**src/rtl/core_pkg.sv**
```systemverilog
// Shared types and constants for the core sequencing controller.
package core_pkg;

  localparam int IMEM_DEPTH_DEF = 64;

  typedef enum logic [2:0] {
    ST_IDLE,
    ST_LOAD,
    ST_HALT,
    ST_RUN,
    ST_STEP
  } seq_state_t;

endpackage

```
**src/rtl/core_seq_cnt.sv**
```systemverilog
// Free-running 32-bit cycle counter with synchronous clear and enable; wraps naturally.
module core_seq_cnt (
  input  logic        clk,
  input  logic        reset,
  input  logic        en,
  input  logic        clr,
  output logic [31:0] cnt
);

  always_ff @(posedge clk or posedge reset) begin
    if (reset)
      cnt <= 32'd0;
    else if (clr)
      cnt <= 32'd0;
    else if (en)
      cnt <= cnt + 32'd1;
  end

endmodule

```
**src/rtl/core_seq_ctrl.sv**
```systemverilog
// Core sequencer: program load into instruction memory, then halt/run/step control.
// Optional breakpoint logic is compiled in with `define CORE_SEQ_BKPT_EN.
module core_seq_ctrl
  import core_pkg::*;
#(
  parameter int IMEM_DEPTH = IMEM_DEPTH_DEF,
  parameter int ADDR_W     = 6
) (
  input  logic              clk,
  input  logic              reset,
  input  logic              soft_rst,
  input  logic              ld_valid,
  input  logic [31:0]       ld_data,
  input  logic              ld_last,
  output logic              ld_ready,
  output logic              imem_we,
  output logic [ADDR_W-1:0] imem_waddr,
  output logic [31:0]       imem_wdata,
  input  logic              run_req,
  input  logic              halt_req,
  input  logic              step_req,
  input  logic [31:0]       pc,
  input  logic [31:0]       bkpt_addr,
  output logic              core_reset,
  output logic              core_en,
  output logic              halted,
  output logic              load_ovf,
  output logic              bkpt_hit,
  output logic [31:0]       cycle_cnt
);

  seq_state_t        state, state_next;
  logic [ADDR_W-1:0] ptr;
  logic              handshake;
  logic              ptr_at_end;
  logic              load_ovf_set;
  logic              bkpt_match;

  assign ld_ready   = (state == ST_IDLE) || (state == ST_LOAD);
  assign handshake  = ld_valid & ld_ready;
  assign ptr_at_end = (ptr == ADDR_W'(IMEM_DEPTH - 1));
  assign imem_we    = handshake;
  assign imem_waddr = ptr;
  assign imem_wdata = ld_data;

`ifdef CORE_SEQ_BKPT_EN
  // The first RUN cycle after HALT skips the compare so a resume at the breakpoint executes it.
  logic run_first;
  logic bkpt_hit_q;

  assign bkpt_match = (state == ST_RUN) && !run_first && (pc == bkpt_addr);
  assign bkpt_hit   = bkpt_hit_q;

  always_ff @(posedge clk or posedge reset) begin
    if (reset) begin
      run_first  <= 1'b0;
      bkpt_hit_q <= 1'b0;
    end else begin
      run_first <= (state == ST_HALT);
      if (soft_rst)
        bkpt_hit_q <= 1'b0;
      else if (bkpt_match)
        bkpt_hit_q <= 1'b1;
      else if ((state == ST_HALT) && (state_next == ST_RUN))
        bkpt_hit_q <= 1'b0;
    end
  end
`else
  logic unused_bkpt;
  assign unused_bkpt = ^{pc, bkpt_addr};
  assign bkpt_match  = 1'b0;
  assign bkpt_hit    = 1'b0;
`endif

  always_ff @(posedge clk or posedge reset) begin
    if (reset)
      state <= ST_IDLE;
    else
      state <= state_next;
  end

  always_comb begin
    state_next   = state;
    load_ovf_set = 1'b0;
    case (state)
      ST_IDLE, ST_LOAD: begin
        if (handshake) begin
          if (ld_last) begin
            state_next = ST_HALT;
          end else if (ptr_at_end) begin
            state_next   = ST_HALT;
            load_ovf_set = 1'b1;
          end else begin
            state_next = ST_LOAD;
          end
        end
      end
      ST_HALT: begin
        if (halt_req)
          state_next = ST_HALT;
        else if (run_req)
          state_next = ST_RUN;
        else if (step_req)
          state_next = ST_STEP;
      end
      ST_RUN: begin
        if (halt_req || bkpt_match)
          state_next = ST_HALT;
      end
      ST_STEP: state_next = ST_HALT;
      default: state_next = ST_IDLE;
    endcase
    if (soft_rst)
      state_next = ST_IDLE;
  end

  assign core_reset = (state == ST_IDLE) || (state == ST_LOAD);
  assign core_en    = ((state == ST_RUN) && !bkpt_match) || (state == ST_STEP);
  assign halted     = (state == ST_HALT);

  // Pointer saturates at the last word; the overflow path leaves LOAD so it is never reused.
  always_ff @(posedge clk or posedge reset) begin
    if (reset) begin
      ptr      <= '0;
      load_ovf <= 1'b0;
    end else if (soft_rst) begin
      ptr      <= '0;
      load_ovf <= 1'b0;
    end else begin
      if (handshake && !ptr_at_end)
        ptr <= ptr + ADDR_W'(1);
      if (load_ovf_set)
        load_ovf <= 1'b1;
    end
  end

  core_seq_cnt u_cnt (
    .clk   (clk),
    .reset (reset),
    .en    (core_en),
    .clr   (soft_rst),
    .cnt   (cycle_cnt)
  );

endmodule

```
**config.mk**
```make
export PLATFORM = sky130hd
export DESIGN_NAME = core_seq_ctrl
export DESIGN_NICKNAME = d
export VERILOG_FILES = /design/src/rtl/core_pkg.sv /design/src/rtl/core_seq_cnt.sv /design/src/rtl/core_seq_ctrl.sv
export SDC_FILE = /design/constraint.sdc
export NUM_CORES = 1
export LEC_CHECK = 0
export BUFFER_PORTS_ARGS = -buffer_cell sky130_fd_sc_hd__buf_2
export CAP_MARGIN = 10
export CORE_MARGIN = 3
export CORE_UTILIZATION = 30
export DETAILED_ROUTE_END_ITERATION = 16
export HOLD_SLACK_MARGIN = 0.15
export SYNTH_ARGS = -nofsm -noshare
export SYNTH_HDL_FRONTEND = slang
export SYNTH_SLANG_ARGS = --single-unit
```
**constraint.sdc**
```tcl
create_clock -name clk -period 2.39 [get_ports clk]
set_input_delay 0.3585 -clock clk [delete_from_list [all_inputs] [get_ports clk]]
set_output_delay 0.3585 -clock clk [all_outputs]
set_load 0.005 [all_outputs]
```
==> impl_results.md, run 1 <==
- Status: finished, final reports clean
- Adder-cell area share of the yosys netlist: 0.9643%
- Min Hold Slack: 0.2004 ns
- XOR/XNOR Fraction of Synth Area: 9.788%
- Overall Power: 1.303 mW
- Netlist Area Pre-Place: 2595 um^2
- GP Congestion: 0.7457
- Top cells by count, synth: 42 x dfrtp_1, 40 x nor2_1, 35 x buf_4, 17 x nand3_1, 17 x xnor2_1
- Ys Warns: 0
- Drt via density: 4.985
- Fin. max-slew vios: 0
- R2R cell count: 5
- Final #Nets: 407
- Most frequent cell after synthesis: dfrtp_1
- Largest area contributor in the netlist: dfrtp_1
- Die H: 99.01 um
- CTS max path bufs: 2
- CP Launch Type: flip-flop
- Minimum clock period: 2.138 ns
- Post-Place Cells: 399
- FFs w/ async S/R, synth: 100.0%
- Min-Delay Path Class: in2async
- H-tree depth: 2
- Cts repair resizes: 0
- DRC Markers: 0
- Post-synthesis sequential area ratio: 40.50%
- Clock transition at path regs: 0.08 ns
- Final Non-Filler Cells: 407
- Setup Crit Path Kind: reg2out
- PwrDens: 464.3 nW/um^2
- Count of different cell masters after synthesis: 49
- Drt total wl: 5.792 mm
- Layout area overhead: 8.100%
- Share of the synthesized area in the top cell type: 40.50%
- Pre-CTS WS: 0.3459 ns
- Die width: 99.01 um
- Mux cell area share after synthesis: 0.8197%
- Drt wl/cell: 14.23 um
- # Post-CTS Setup Buffers: 0
- Crit end category: primary output
- Clk_lat worst skew: 0.29 ns
- Num CTS Buffers: 5
- Hold Vio Cnt, Final: 0
- Initial cell density of the core: 31.27%
- Syn nets: 388
- Achievable Freq: 467.7 MHz
- Routed Antenna Nets: 0
- Sink Count: 42
- Final core utilization: 33.80%
- RSZ-0062 raised after global routing: false
- Mean Syn Cell Area: 9.202 um^2
- Worst slew margin: 61.90%
- Pre-Repair DR Iteration Count: 5
- Clock Skew: 0.007159 ns
- CORE AREA: 8299 um^2
- Worst EP required: 2.03 ns
- Root Driver: clkbuf_8
- Hpwl dp: 4.264 mm
- #FFs+latches synth: 42
- Row count: 33
- Final critical-path share of the clock period: 89.46%
- # IOs: 181
- Placed cell areas: 2714 um^2
- Global route overflow: 0
- Largest family of logic cells by synthesized area: simple AND/OR/NAND/NOR gates
- Antenna diodes: 0
- Final setup viols: 0
- Flop2flop setup slack: 0.33 ns
- Leakage: 1.305 nW
- Initial antenna violation count: 0
- Hold-fix buffers, CTS: 0
- Buffers on Ports: 51
- First-pass GRT wire length: 9.639 mm
- Top cells by area, synth: dfrtp_1 41%, buf_4 10%, nor2_1 5.8%
- Post-Synthesis Cells: 282
- Crit path max fanout: 10
- Slew @ Worst Pin: 0.5662 ns
- Vias: 2029
- Gr usage total: 12.01%
- Die ar.: 9802 um^2
- CP arrival: 1.78 ns
- Ys flop type: dfrtp_1
- Worst vdd ir: 0.2347 mV
- Share of cells above drive strength 1: 24.50%
- CTS tree: done
- Post-route cell area: 2805 um^2
- Simple-Gate Fraction of Synth Area: 28.78%
- Iteration-0 DRC Markers: 89
- Final Worst Setup Slack: 0.2519 ns
- FF-to-FF Start: state[2]
- Setup TNS: 0 ns
- Post-synth EDFFs: 0
- Worst reg2reg endpoint: u_cnt.cnt[29]
- Vias in the first global route: 1937
- Synth Area in Compound Gates: 6.365%
- Max-Cap Viols: 0
- Pin count of the biggest net entering global routing: 43
## worst max path at each step
stage	start	slack [ns]	end
final	state[2]	0.25	core_en
after global routing	state[2]	0.12	core_en
after CTS	state[2]	0.23	core_en
after detailed placement	state[2]	0.35	u_cnt.cnt[29]
after global placement	state[2]	0.37	u_cnt.cnt[29]
after floorplan	state[2]	0.40	u_cnt.cnt[29]
## sequential cells by signal (all words and copies together), names as in the netlist
| name | flops |
|---|---|
| load_ovf | 1 |
| imem_waddr | 6 |
| u_cnt.cnt | 32 |
| state | 3 |
## cells by family after synthesis
logic type / Yosys count
AND/OR/NAND/NOR: 131
buffers and inverters: 50
flip-flops: 42
XOR/XNOR: 29
AO/OA/AOI/OAI: 25
adder cells (fa/ha/maj): 2
multiplexers: 2
other: 1
## layout make-up
class	instances	area (um^2)
Clock buffer	7	86.33
Clock inverter	1	5.005
Fill cell	871	5494
Inverter	6	22.52
Multi-Input combinational cell	190	1216
Sequential cell	42	1051
Tap cell	105	131.4
Timing Repair Buffer	56	292.8
## layout by cell type, fill, tap and decap left out, types with 2 or more instances in the layout
cell type,instances
and3_1,7
or3_1,4
xor2_1,12
nand3b_1,2
clkbuf_8,6
buf_4,5
nor3_1,5
and4_1,7
nand2_1,16
nand4_1,8
nand3_1,17
a21oi_1,9
ha_1,2
nor2_1,40
xnor2_1,17
nor4_1,6
o21ai_0,5
a31oi_1,3
buf_2,51
inv_1,6
dfrtp_1,42
nor3_2,4
## routing by layer
metal / vias up / routed length (um) / GRT usage [%]
met5: - / 0 / 0
met4: 0 / 57 / 4.307
met3: 6 / 306 / 2.406
met2: 45 / 2705 / 18.80
met1: 991 / 2723 / 16.47
li1: 987 / - / -
## critical path, cell delays in order, from the launching register on
cell	delay, ns
dfrtp_1	0.51
or3b_1	0.43
buf_4	0.18
nand2_1	0.21
buf_2	0.17
## where the power goes
part	leakage [nW]	total, mW	internal (mW)	switching [mW]
combinational	0.673	0.100	0.0352	0.0648
clock	0.0482	0.475	0.233	0.241
sequential	0.584	0.728	0.718	0.0101
(Power assumes the default switching activity.)
==> run 2, diff against run 1 <==
- CAP_MARGIN: 10 -> 20
- clock period: 2.39 -> 2 ns (I/O delays scaled with it)
==> run 2 against run 1 <==
Non-clock buffer count is 23 higher. Sequential share of layout area is 2.3 points lower. Combinational power is 33% higher. Hold slack worse by 0.061 ns. Count of clock-buffer cells in the layout stayed put. Critical endpoint is now u_cnt.cnt[30].
==> impl_results.md, run 2 (same netlist as run 1, synthesis figures left out) <==
- Status: finished, final reports clean
- Crit path max fanout: 5
- Hold-fix buffers, CTS: 0
- Final #Nets: 430
- Row count: 33
- CP startpoint: state[0]
- First-pass GRT wire length: 10.10 mm
- Worst vdd ir: 0.2317 mV
- Final setup viols: 0
- CP bufs+invs: 1
- Clock Skew: 0.01060 ns
- Slew @ Worst Pin: 0.6164 ns
- Buffers on Ports: 51
- Minimum clock period: 1.913 ns
- # IOs: 181
- Hpwl dp: 4.536 mm
- FF-to-FF Start: state[0]
- Max-Cap Viols: 0
- Setup TNS: 0 ns
- Die ar.: 9802 um^2
- Critical Path Max Stage Delay: 0.51 ns
- Drt total wl: 6.002 mm
- H-tree depth: 2
- Clk_lat worst skew: 0.29 ns
- Overall Power: 1.558 mW
- CTS max path bufs: 2
- Min-Delay Path Class: in2async
- Min Hold Slack: 0.1391 ns
- Pin count of the biggest net entering global routing: 43
- Placed cell areas: 2872 um^2
- PwrDens: 520.1 nW/um^2
- Leakage: 1.426 nW
- Initial cell density of the core: 31.27%
- Iteration-0 DRC Markers: 57
- Hold Vio Cnt, Final: 0
- Post-route cell area: 2995 um^2
- Setup Crit Path Kind: reg2reg
- Most common cell after layout, fill and taps aside: buf_2
- Routed Antenna Nets: 0
- Num CTS Buffers: 5
- Vias: 2121
- DRC Markers: 0
- CTS tree: done
- Max reg flops: 32
- Slowest CP cell: or4_4
- Share of cells above drive strength 1: 31.69%
- Most flops, register: u_cnt.cnt
- Fin. max-slew vios: 0
- Worst EP required: 2.21 ns
- Commonest cells after routing, fill and taps aside: 51 x buf_2, 40 x nor2_1, 40 x dfrtp_1
- Pre-Repair DR Iteration Count: 4
- Sink Count: 42
- Vias in the first global route: 2074
- Crit end category: flip-flop
- Clock transition at path regs: 0.08 ns
- Initial antenna violation count: 0
- Antenna diodes: 0
- Drt wl/cell: 13.96 um
- Drt via density: 4.933
- CORE AREA: 8299 um^2
- Achievable Freq: 522.8 MHz
- Layout area overhead: 15.43%
- Final critical-path share of the clock period: 95.65%
- Gr usage total: 12.68%
- Worst slew margin: 58.26%
- Cell Chain, Critical Path: or3b_4 -> buf_4 -> nand3_4 -> nand3_2 -> or4_4 -> a21oi_1
- GP Congestion: 0.7780
- Root Driver: clkbuf_8
- CP arrival: 2.12 ns
- CP Launch Type: flip-flop
- Die H: 99.01 um
- CP delay by family, top: simple AND/OR/NAND/NOR gates
- Global route overflow: 0
- Die width: 99.01 um
## run 2: final timing paths
kind	endpoint	slack (ns)	cells after the start
max in group asynchronous	u_cnt.cnt[14]	1.46	3
setup / recovery	u_cnt.cnt[30]	0.09	6
min in group clk	state[1]	0.32	3
hold / removal	u_cnt.cnt[22]	0.14	3
setup reg to reg	u_cnt.cnt[30]	0.09	6
hold reg to reg	load_ovf	0.53	2
## run 2: per-stage QoR
stage | worst slack (ns) | utilization (%) | cells
floorplan | 0.01074 | - | 282
global placement | 0.1300 | 34.60 | 420
detailed placement | 0.07383 | 34.60 | 420
CTS | 0.03856 | 35.73 | 428
global route | -0.05224 | 36.09 | 430
finish | 0.08709 | 36.09 | 430
## run 2: where the power goes
part           internal, mW  leakage [nW]  switching (mW)  total (mW)
Sequential            0.858         0.581         0.00928       0.867
Clock                 0.279        0.0482           0.279       0.558
Combinational        0.0501         0.797          0.0828       0.133
## run 2: area by class of cell
| cell class | count | area [um^2] |
|---|---|---|
| fill | 864 | 5304 |
| multi-input combinational | 190 | 1231 |
| sequential | 42 | 1054 |
| timing repair buffer | 79 | 465.4 |
| tap | 105 | 131.4 |
| clock buffer | 7 | 86.33 |
| inverter | 6 | 22.52 |
| clock inverter | 1 | 5.005 |
## run 2: tightest hold or removal path, delay by kind of cell
kind / cells / cell delay (ns)
buf+inv: 3 / 0.58
## run 2: per-layer routing
metal	up-vias	GRT usage [%]	share of wire, %
met5	-	0	0
met4	0	4.517	1.3
met3	8	3.397	5.5
met2	49	20.04	47
met1	1034	16.70	46
li1	1030	-	-
## run 2: timing repair
item                       in CTS  in global routing
gates resized for setup         1                  5
setup endpoints to repair       1                  2
buffers inserted                0                  2
pin swaps                       0                  1
